<file path="src/rtl/axis_lrelu_input_sequencer_if.sv">
// rtl/axis_lrelu_input_sequencer_if.sv - AXIS-style beat bundle shared by the sequencer's config, data and output streams
//
// Purpose: one stream of tdata/tuser/tlast beats with a valid/ready handshake.
//   is_config is only meaningful on the merged output stream.
// Modports:
//   master - drives tvalid/tdata/tuser/tlast/is_config, samples tready
//   slave  - samples tvalid/tdata/tuser/tlast, drives tready
interface axis_lrelu_input_sequencer_if #(
    parameter int DATA_WIDTH = 256,
    parameter int USER_WIDTH = 16
);
    logic                  tvalid;
    logic                  tready;
    logic [DATA_WIDTH-1:0] tdata;
    logic [USER_WIDTH-1:0] tuser;
    logic                  tlast;
    logic                  is_config;

    modport master (
        output tvalid,
        output tdata,
        output tuser,
        output tlast,
        output is_config,
        input  tready
    );

    modport slave (
        input  tvalid,
        input  tdata,
        input  tuser,
        input  tlast,
        output tready
    );
endinterface

</file>
<file path="src/rtl/axis_lrelu_input_sequencer.sv">
// rtl/axis_lrelu_input_sequencer.sv - merges config and conv data streams into one registered LReLU input stream
//
// Purpose: per iteration, forwards the config beats (2 for a 1x1 kernel, 8 for 3x3,
//   chosen by the kh2 field of the first config beat), then data beats up to and
//   including data tlast. Output is a single registered stage.
// Ports:
//   aclk, aresetn - clock, asynchronous active-low reset
//   s_cfg         - config stream in (slave)
//   s_dat         - conv data stream in (slave)
//   m_axis        - merged stream out (master); is_config flags config beats
//   iter_count    - completed iterations, wraps to 0
//   cfg_error     - sticky: config tlast disagreed with the expected beat count
module axis_lrelu_input_sequencer #(
    parameter int DATA_WIDTH    = 256,
    parameter int USER_WIDTH    = 16,
    parameter int I_KH2         = 0,
    parameter int BITS_KH2      = 1,
    parameter int CFG_BEATS_1X1 = 2,
    parameter int CFG_BEATS_3X3 = 8,
    parameter int ITER_BITS     = 16
) (
    input  logic                         aclk,
    input  logic                         aresetn,
    axis_lrelu_input_sequencer_if.slave  s_cfg,
    axis_lrelu_input_sequencer_if.slave  s_dat,
    axis_lrelu_input_sequencer_if.master m_axis,
    output logic [ITER_BITS-1:0]         iter_count,
    output logic                         cfg_error
);
    localparam int CFG_MAX = (CFG_BEATS_3X3 > CFG_BEATS_1X1) ? CFG_BEATS_3X3 : CFG_BEATS_1X1;
    // cfg_count holds the number of config beats still to come after the next one (max CFG_MAX-2)
    localparam int CNT_W   = (CFG_MAX > 2) ? $clog2(CFG_MAX - 1) : 1;
    localparam logic [CNT_W-1:0] CNT_1X1 = CNT_W'(CFG_BEATS_1X1 - 2);
    localparam logic [CNT_W-1:0] CNT_3X3 = CNT_W'(CFG_BEATS_3X3 - 2);

    typedef enum logic [1:0] {
        CFG_FIRST = 2'd0,
        CFG_REST  = 2'd1,
        DATA      = 2'd2
    } state_t;

    state_t                state_q,      state_d;
    logic [CNT_W-1:0]      cfg_count_q,  cfg_count_d;
    logic [ITER_BITS-1:0]  iter_count_q, iter_count_d;
    logic                  cfg_error_q,  cfg_error_d;
    logic                  m_tvalid_q,   m_tvalid_d;
    logic [DATA_WIDTH-1:0] m_tdata_q,    m_tdata_d;
    logic [USER_WIDTH-1:0] m_tuser_q,    m_tuser_d;
    logic                  m_tlast_q,    m_tlast_d;
    logic                  m_is_cfg_q,   m_is_cfg_d;

    logic load_en;
    logic in_cfg;
    logic cfg_hs;
    logic dat_hs;
    logic kh2_nz;

    // Ready depends only on state and the output stage, never on either input's valid
    assign load_en      = !m_tvalid_q || m_axis.tready;
    assign in_cfg       = (state_q != DATA);
    assign s_cfg.tready = load_en && in_cfg;
    assign s_dat.tready = load_en && !in_cfg;
    assign cfg_hs       = s_cfg.tvalid && s_cfg.tready;
    assign dat_hs       = s_dat.tvalid && s_dat.tready;
    assign kh2_nz       = |s_cfg.tuser[I_KH2 +: BITS_KH2];

    always_comb begin
        state_d      = state_q;
        cfg_count_d  = cfg_count_q;
        iter_count_d = iter_count_q;
        cfg_error_d  = cfg_error_q;
        m_tvalid_d   = m_tvalid_q;
        m_tdata_d    = m_tdata_q;
        m_tuser_d    = m_tuser_q;
        m_tlast_d    = m_tlast_q;
        m_is_cfg_d   = m_is_cfg_q;

        // The beat count is authoritative; a misplaced s_cfg_tlast only flags an error
        case (state_q)
            CFG_FIRST: begin
                if (cfg_hs) begin
                    cfg_count_d = kh2_nz ? CNT_3X3 : CNT_1X1;
                    state_d     = CFG_REST;
                    if (s_cfg.tlast) cfg_error_d = 1'b1;
                end
            end
            CFG_REST: begin
                if (cfg_hs) begin
                    if (cfg_count_q == '0) begin
                        state_d = DATA;
                        if (!s_cfg.tlast) cfg_error_d = 1'b1;
                    end else begin
                        cfg_count_d = cfg_count_q - CNT_W'(1);
                        if (s_cfg.tlast) cfg_error_d = 1'b1;
                    end
                end
            end
            DATA: begin
                if (dat_hs && s_dat.tlast) begin
                    iter_count_d = iter_count_q + ITER_BITS'(1);
                    state_d      = CFG_FIRST;
                end
            end
            default: state_d = CFG_FIRST;
        endcase

        if (load_en) begin
            m_tvalid_d = cfg_hs || dat_hs;
            if (cfg_hs) begin
                m_tdata_d  = s_cfg.tdata;
                m_tuser_d  = s_cfg.tuser;
                m_tlast_d  = 1'b0;
                m_is_cfg_d = 1'b1;
            end else if (dat_hs) begin
                m_tdata_d  = s_dat.tdata;
                m_tuser_d  = s_dat.tuser;
                m_tlast_d  = s_dat.tlast;
                m_is_cfg_d = 1'b0;
            end
        end
    end

    always_ff @(posedge aclk or negedge aresetn) begin
        if (!aresetn) begin
            state_q      <= CFG_FIRST;
            cfg_count_q  <= '0;
            iter_count_q <= '0;
            cfg_error_q  <= 1'b0;
            m_tvalid_q   <= 1'b0;
            m_tdata_q    <= '0;
            m_tuser_q    <= '0;
            m_tlast_q    <= 1'b0;
            m_is_cfg_q   <= 1'b0;
        end else begin
            state_q      <= state_d;
            cfg_count_q  <= cfg_count_d;
            iter_count_q <= iter_count_d;
            cfg_error_q  <= cfg_error_d;
            m_tvalid_q   <= m_tvalid_d;
            m_tdata_q    <= m_tdata_d;
            m_tuser_q    <= m_tuser_d;
            m_tlast_q    <= m_tlast_d;
            m_is_cfg_q   <= m_is_cfg_d;
        end
    end

    assign m_axis.tvalid    = m_tvalid_q;
    assign m_axis.tdata     = m_tdata_q;
    assign m_axis.tuser     = m_tuser_q;
    assign m_axis.tlast     = m_tlast_q;
    assign m_axis.is_config = m_is_cfg_q;
    assign iter_count       = iter_count_q;
    assign cfg_error        = cfg_error_q;
endmodule

</file>
<file path="src/flat_wrapper.sv">
// flat-port wrapper written by rule: the top's interface ports become plain ports
module axis_lrelu_input_sequencer_flat 
#(
    parameter int DATA_WIDTH    = 256,
    parameter int USER_WIDTH    = 16,
    parameter int I_KH2         = 0,
    parameter int BITS_KH2      = 1,
    parameter int CFG_BEATS_1X1 = 2,
    parameter int CFG_BEATS_3X3 = 8,
    parameter int ITER_BITS     = 16
)
  (aclk, aresetn, iter_count, cfg_error, s_cfg_tvalid, s_cfg_tdata, s_cfg_tuser, s_cfg_tlast, s_cfg_tready, s_dat_tvalid, s_dat_tdata, s_dat_tuser, s_dat_tlast, s_dat_tready, m_axis_tvalid, m_axis_tdata, m_axis_tuser, m_axis_tlast, m_axis_is_config, m_axis_tready);
  axis_lrelu_input_sequencer_if #(.DATA_WIDTH(DATA_WIDTH), .USER_WIDTH(USER_WIDTH)) s_cfg_i ();
  axis_lrelu_input_sequencer_if #(.DATA_WIDTH(DATA_WIDTH), .USER_WIDTH(USER_WIDTH)) s_dat_i ();
  axis_lrelu_input_sequencer_if #(.DATA_WIDTH(DATA_WIDTH), .USER_WIDTH(USER_WIDTH)) m_axis_i ();
  input  logic aclk;
  input  logic aresetn;
  output logic [ITER_BITS-1:0] iter_count;
  output logic cfg_error;
  input wire logic [$bits(s_cfg_i.tvalid)-1:0] s_cfg_tvalid;
  input wire logic [$bits(s_cfg_i.tdata)-1:0] s_cfg_tdata;
  input wire logic [$bits(s_cfg_i.tuser)-1:0] s_cfg_tuser;
  input wire logic [$bits(s_cfg_i.tlast)-1:0] s_cfg_tlast;
  output wire logic [$bits(s_cfg_i.tready)-1:0] s_cfg_tready;
  input wire logic [$bits(s_dat_i.tvalid)-1:0] s_dat_tvalid;
  input wire logic [$bits(s_dat_i.tdata)-1:0] s_dat_tdata;
  input wire logic [$bits(s_dat_i.tuser)-1:0] s_dat_tuser;
  input wire logic [$bits(s_dat_i.tlast)-1:0] s_dat_tlast;
  output wire logic [$bits(s_dat_i.tready)-1:0] s_dat_tready;
  output wire logic [$bits(m_axis_i.tvalid)-1:0] m_axis_tvalid;
  output wire logic [$bits(m_axis_i.tdata)-1:0] m_axis_tdata;
  output wire logic [$bits(m_axis_i.tuser)-1:0] m_axis_tuser;
  output wire logic [$bits(m_axis_i.tlast)-1:0] m_axis_tlast;
  output wire logic [$bits(m_axis_i.is_config)-1:0] m_axis_is_config;
  input wire logic [$bits(m_axis_i.tready)-1:0] m_axis_tready;
  assign s_cfg_i.tvalid = s_cfg_tvalid;
  assign s_cfg_i.tdata = s_cfg_tdata;
  assign s_cfg_i.tuser = s_cfg_tuser;
  assign s_cfg_i.tlast = s_cfg_tlast;
  assign s_cfg_tready = s_cfg_i.tready;
  assign s_dat_i.tvalid = s_dat_tvalid;
  assign s_dat_i.tdata = s_dat_tdata;
  assign s_dat_i.tuser = s_dat_tuser;
  assign s_dat_i.tlast = s_dat_tlast;
  assign s_dat_tready = s_dat_i.tready;
  assign m_axis_tvalid = m_axis_i.tvalid;
  assign m_axis_tdata = m_axis_i.tdata;
  assign m_axis_tuser = m_axis_i.tuser;
  assign m_axis_tlast = m_axis_i.tlast;
  assign m_axis_is_config = m_axis_i.is_config;
  assign m_axis_i.tready = m_axis_tready;
  axis_lrelu_input_sequencer #(.DATA_WIDTH(DATA_WIDTH), .USER_WIDTH(USER_WIDTH), .I_KH2(I_KH2), .BITS_KH2(BITS_KH2), .CFG_BEATS_1X1(CFG_BEATS_1X1), .CFG_BEATS_3X3(CFG_BEATS_3X3), .ITER_BITS(ITER_BITS)) u_core (.aclk(aclk), .aresetn(aresetn), .s_cfg(s_cfg_i), .s_dat(s_dat_i), .m_axis(m_axis_i), .iter_count(iter_count), .cfg_error(cfg_error));
endmodule
</file>
<file path="config.mk">
export PLATFORM = sky130hd
export DESIGN_NAME = axis_lrelu_input_sequencer_flat
export DESIGN_NICKNAME = d
export VERILOG_FILES = /design/src/rtl/axis_lrelu_input_sequencer_if.sv /design/src/rtl/axis_lrelu_input_sequencer.sv /design/src/flat_wrapper.sv
export SDC_FILE = /design/constraint.sdc
export NUM_CORES = 1
export LEC_CHECK = 0
export CORE_AREA = 2 2 333 335
export DETAILED_ROUTE_END_ITERATION = 6
export DIE_AREA = 0 0 335 337
export GPL_ROUTABILITY_DRIVEN = 0
export PLACE_DENSITY = 0.41
export SYNTH_ARGS = -nofsm -noshare
export SYNTH_HDL_FRONTEND = slang
export SYNTH_SLANG_ARGS = --single-unit
</file>
<file path="constraint.sdc">
create_clock -name aclk -period 5.3 [get_ports aclk]
set_input_delay 1.06 -clock aclk [delete_from_list [all_inputs] [get_ports aclk]]
set_output_delay 1.06 -clock aclk [all_outputs]
set_load 0.01 [all_outputs]
</file>
# Word-level counts from Yosys, hierarchy flattened
# Index checks and enable logic that the tools add are counted.
# W data, S select, Z words.
[classes]
addsub = 2
mux = 24
eq_ne = 9
reduce_logical = 18
[op_table]
columns = ["cell", "n"]
rows = [
  ["$mux W256", 2],
  ["$mux W16", 2],
  ["$add A16 B1 Y16 const B", 1],
  ["$mux W3", 4],
  ["$reduce_and A4 Y1", 3],
  ["$mux W1", 9],
  ["$mux W2", 4],
  ["$ne A2 B1 Y1 const B", 4],
  ["$pmux W2 S3", 1],
  ["$pmux W3 S2", 1],
  ["$logic_and A1 B1 Y1", 5],
  ["$ne A2 B2 Y1 const B", 2],
  ["$reduce_and A2 Y1", 2],
  ["$reduce_bool A2 Y1", 2],
  ["$logic_not A3 Y1", 1],
  ["$ne A3 B3 Y1 const B", 1],
  ["$sub A3 B1 Y3 const B", 1],
  ["$eq A2 B1 Y1 const B", 1],
  ["$eq A2 B2 Y1 const B", 1],
  ["$logic_not A1 Y1", 2],
  ["$logic_not A2 Y1", 1],
  ["$logic_or A1 B1 Y1", 2],
  ["$pmux W1 S2", 1],
]
[word_totals]
wordCells = 62
register_bits = 297
out_inout_bits = 294

# Logic depth before layout (Yosys ltp)
[depth]
depth_word = 7
mapped_depth = 8
mapped_depth_nobuf = 6

# Least setup slack after synthesis
# Ideal clock, no wire load.
[synth_path]
path_kind = "input-to-output"
start = "input m_axis_tready"
end = "output s_cfg_tready"
stages = 2
setup_slack_ps = 2861
t_arrival_ps = 1379
cell_sequence = "nor2b_1 > nor2_1"
[synth_via]
elab_chain_cells = 2
[synth_lines]
columns = ["item", "line_no", "source"]
rows = [
  ["start: declaration", "flat_wrapper.sv:35", "input wire logic [$bits(m_axis_i.tready)-1:0] m_axis_tready;"],
  ["$logic_or A1 B1 Y1", "axis_lrelu_input_sequencer.sv:59", "assign load_en = !m_tvalid_q || m_axis.tready;"],
  ["$logic_and A1 B1 Y1", "axis_lrelu_input_sequencer.sv:61", "assign s_cfg.tready = load_en && in_cfg;"],
  ["end: declaration", "flat_wrapper.sv:24", "output wire logic [$bits(s_cfg_i.tready)-1:0] s_cfg_tready;"],
]
# Every way passes these cells.

# Worst setup path after layout
[layout_path]
start = "input m_axis_tready"
end = "output s_dat_tready"
[layout_via]
elab_chain_cells = 2
[layout_lines]
columns = ["item", "line_no", "source"]
rows = [
  ["$logic_or A1 B1 Y1", "axis_lrelu_input_sequencer.sv:59", ""],
  ["$logic_and A1 B1 Y1", "axis_lrelu_input_sequencer.sv:62", "assign s_dat.tready = load_en && !in_cfg;"],
  ["end: declaration", "flat_wrapper.sv:29", "output wire logic [$bits(s_dat_i.tready)-1:0] s_dat_tready;"],
]
# Every way passes these cells.

==> out/results.tsv <==
stage	metric	value	unit
status	status	completed	
clock_tree	numClockSinks	297	
worst_setup_path	critPathLaunch	m_axis_tready	
worst_setup_path	timing.rr.start	u_core.m_axis.tvalid$_DFFE_PN0P_	
floorplanning	io_pins	845	
synthesis	ys_ff_latch	297	
global_route	grt_max_degree	98	
synthesis	synth_fa_ha_area_share	0.283	%
pwr	power_density	352	nW/um^2
floorplanning	num_rows	122	
worst_setup_path	reg2reg_depth	6	
layout	layout_common_cells	843 x clkdlybuf4s50_1, 546 x a21oi_1, 297 x dfrtp_1	
clock_tree	tritoncts	built	
worst_setup_path	r2r_slack	2880	ps
clock_tree	cts_buffers	42	
hold_path	min_path_type	reg2reg	
placement	portBuffers	844	
route	vias	14500	
sta	finalMaxSlewViolations	0	
clock_tree	holdBufCountCts	0	
synthesis	yosys.area_share.simple	17.8	%
sta	clock_skew	25.8	ps
worst_setup_path	worstPathRequired	4240	ps
sta	fin_crit	3680	ps
synthesis	synth_edf_count	0	
synthesis	synth_compound_area_share	20.9	%
layout	regArea	7430	sq um
placement	hpwl	59900	um
worst_setup_path	end_kind	output port	
global_route	antenna_found_initial	23	
worst_setup_path	slowest_delay	620	ps
worst_setup_path	crit_chain	clkdlybuf4s50_1, nor2b_1, nor2_1, clkdlybuf4s50_1	
route	firstDrtPassIters	5	
route	wl_per_cell	20.2	um
synthesis	syn_avg_cell_area	8.31	sq um
synthesis	synth_nets	2151	
route	final_antenna_net_count	0	
synthesis	seq_area_frac_synth	56.0	%
layout	final_nets	2957	
sta	fin_crit_sh	69.4	%
job	drv_cap	0	
synthesis	syn_inst	1597	
worst_setup_path	crit_top_cell	clkdlybuf4s50_1	
floorplanning	die_w	335	um
floorplanning	start_util	12.1	%
floorplanning	coreArea	110000	sq um
global_route	grt_usage	13.3	%
pwr	totalPowerFinal	8.80	mW
route	routed_wl	78200	um
sta	setup_viol	0	
sta	grt_setup_unrepaired	false	
synthesis	syn-cell-area	13300	sq um
worst_setup_path	cp.depth	4	
worst_setup_path	crit_slowest_cell	clkdlybuf4s50_1	
global_route	grt_pass1_vias	15000	
floorplanning	die_h	337	um
worst_setup_path	reg2reg_to	u_core.m_axis.tdata[39]$_DFFE_PN0P_	
route	drt_iter0_markers	601	
layout	drive_above_1_share	4.85	%
synthesis	ys_warn_count	0	
synthesis	synth_top_family_by_area	compound AO/OA/AOI/OAI gates	
worst_setup_path	crit_type	in2out	
clock_tree	clock_path_buffers	3	
pwr	vdd_drop_max	0.196	mV
worst_setup_path	endpoint	s_dat_tready	
worst_setup_path	cp_top_family	buffers and inverters	
global_route	grt_overflow	0	
sta	fin_setup_tns	0	ps
route	route.detailed.drc	0	
worst_setup_path	cp-start-kind	input port	
layout	layout_commonest_cell	clkdlybuf4s50_1	
layout	syn2layout_area_growth	88.1	%
clock_tree	cts_root_buffer	clkbuf_16	
synthesis	synth-async-reset-ratio	100	%
sta	whs	471	ps
synthesis	synth-xor-area-share	1.06	%
worst_setup_path	worstPathArrival	2620	ps
clock_tree	post_cts_buffers	0	
pwr	p_leak	10.5	nW
clock_tree	cts_max_level	2	
clock_tree	clock_latency	590	ps
synthesis	synth_cell_types	35	
sta	max_slew.worst_pin.slew	804	ps
synthesis	synth_ff_type	dfrtp_1	
clock_tree	post_cts_resized	0	
layout	final.fill_count	12200	
sta	finalHoldViolations	0	
sta	fmax	0.272	GHz
clock_tree	clk_pin_slew	60	ps
sta	slew_headroom	46.0	%
worst_setup_path	critPathBufInv	2	
route	viasPerCell	3.75	
worst_setup_path	critPathMaxFanout	5	
layout	multi_input_area	5370	sq um
synthesis	muxShareOfSynthArea	0.160	%
global_route	grt_pass1_wl	110000	um
floorplanning	die_area	113000	sq um
==> area by class of cell <==
cell class              count  area share [%]
repair buffers            886            35.8
multi-input cells        1171            21.5
flip-flops and latches    297            29.8
inverters                   5          0.0751
well taps                1426            7.14
clock inverters             9           0.396
clock buffers              66            5.26
diodes                      7          0.0701
==> metrics by stage <==
step,util (%),setup WS [ps],cell area [sq um],std cells
floorplan,-,2860,13300,1597
CTS,22.8,1620,25000,3860
global route,22.8,1600,25000,3866
global placement,21.5,1610,23500,3785
finish,22.8,1620,25000,3867
detailed placement,21.5,1640,23500,3785
==> layer usage <==
layer	GRT usage (%)	vias up	share of wire (%)	routed length (um)
met4	4.63	16	2.4	1900
met2	21.6	537	48	37300
li1	-	6957	-	-
met1	15.9	6880	41	32300
met5	0	-	0.15	114
met3	5.06	110	8.5	6680
==> cells by family (layout without fill, tap and decap cells) <==
kind of cell | Yosys count | count (layout)
other cells | 0 | 7
simple gates | 599 | 599
fa+ha+maj | 3 | 3
flops | 297 | 297
compound gates | 551 | 551
mux | 2 | 2
xor+xnor | 16 | 16
buf+inv | 129 | 966
==> power breakdown <==
part | switching [mW] | total (mW) | internal, mW
Combinational | 1.28 | 2.79 | 1.51
Sequential | 0.312 | 3.06 | 2.74
Clock | 1.16 | 2.96 | 1.79
Total | 2.76 | 8.80 | 6.05
==> worst min-delay path by stage <==
stage / slack (ps) / endpoint / depth (start not counted) / from
detailed placement: 460 / u_core.iter_count[15]$_DFFE_PN0P_ / 1 / u_core.iter_count[15]$_DFFE_PN0P_
global placement: 460 / u_core.m_axis.is_config$_DFFE_PN0P_ / 2 / u_core.m_axis.is_config$_DFFE_PN0P_
global route: 480 / u_core.iter_count[15]$_DFFE_PN0P_ / 1 / u_core.iter_count[15]$_DFFE_PN0P_
CTS: 470 / u_core.iter_count[15]$_DFFE_PN0P_ / 1 / u_core.iter_count[15]$_DFFE_PN0P_
finish: 470 / u_core.iter_count[15]$_DFFE_PN0P_ / 1 / u_core.iter_count[15]$_DFFE_PN0P_
floorplan: 450 / u_core.cfg_count_q[0]$_DFFE_PN0P_ / 1 / u_core.cfg_count_q[0]$_DFFE_PN0P_
==> state kept, by name, indices dropped and copies added, names as in the netlist <==
name / flops
u_core.m_axis.tuser: 16
u_core.cfg_error: 1
u_core.cfg_count_q: 3
u_core.m_axis.tvalid: 1
u_core.m_axis.tdata: 256
u_core.iter_count: 16
u_core.m_axis.tlast: 1
u_core.m_axis.is_config: 1
u_core.state_q: 2
==> cells in the mapped netlist (2+ instances only) <==
master | number | area share, %
a21oi_1 | 546 | 21
and2b_1 | 2 | 0.11
and3_1 | 2 | 0.094
buf_1 | 11 | 0.31
buf_2 | 19 | 0.72
clkbuf_1 | 93 | 2.6
dfrtp_1 | 297 | 56
ha_1 | 3 | 0.28
inv_1 | 5 | 0.14
nand2_1 | 280 | 7.9
nand2b_1 | 4 | 0.19
nand3_1 | 10 | 0.38
nand3b_1 | 2 | 0.11
nand4_1 | 2 | 0.094
nor2_1 | 281 | 7.9
nor3_1 | 7 | 0.26
xnor2_1 | 7 | 0.46
xor2_1 | 9 | 0.59
Power figures use the tool's default switching activity.
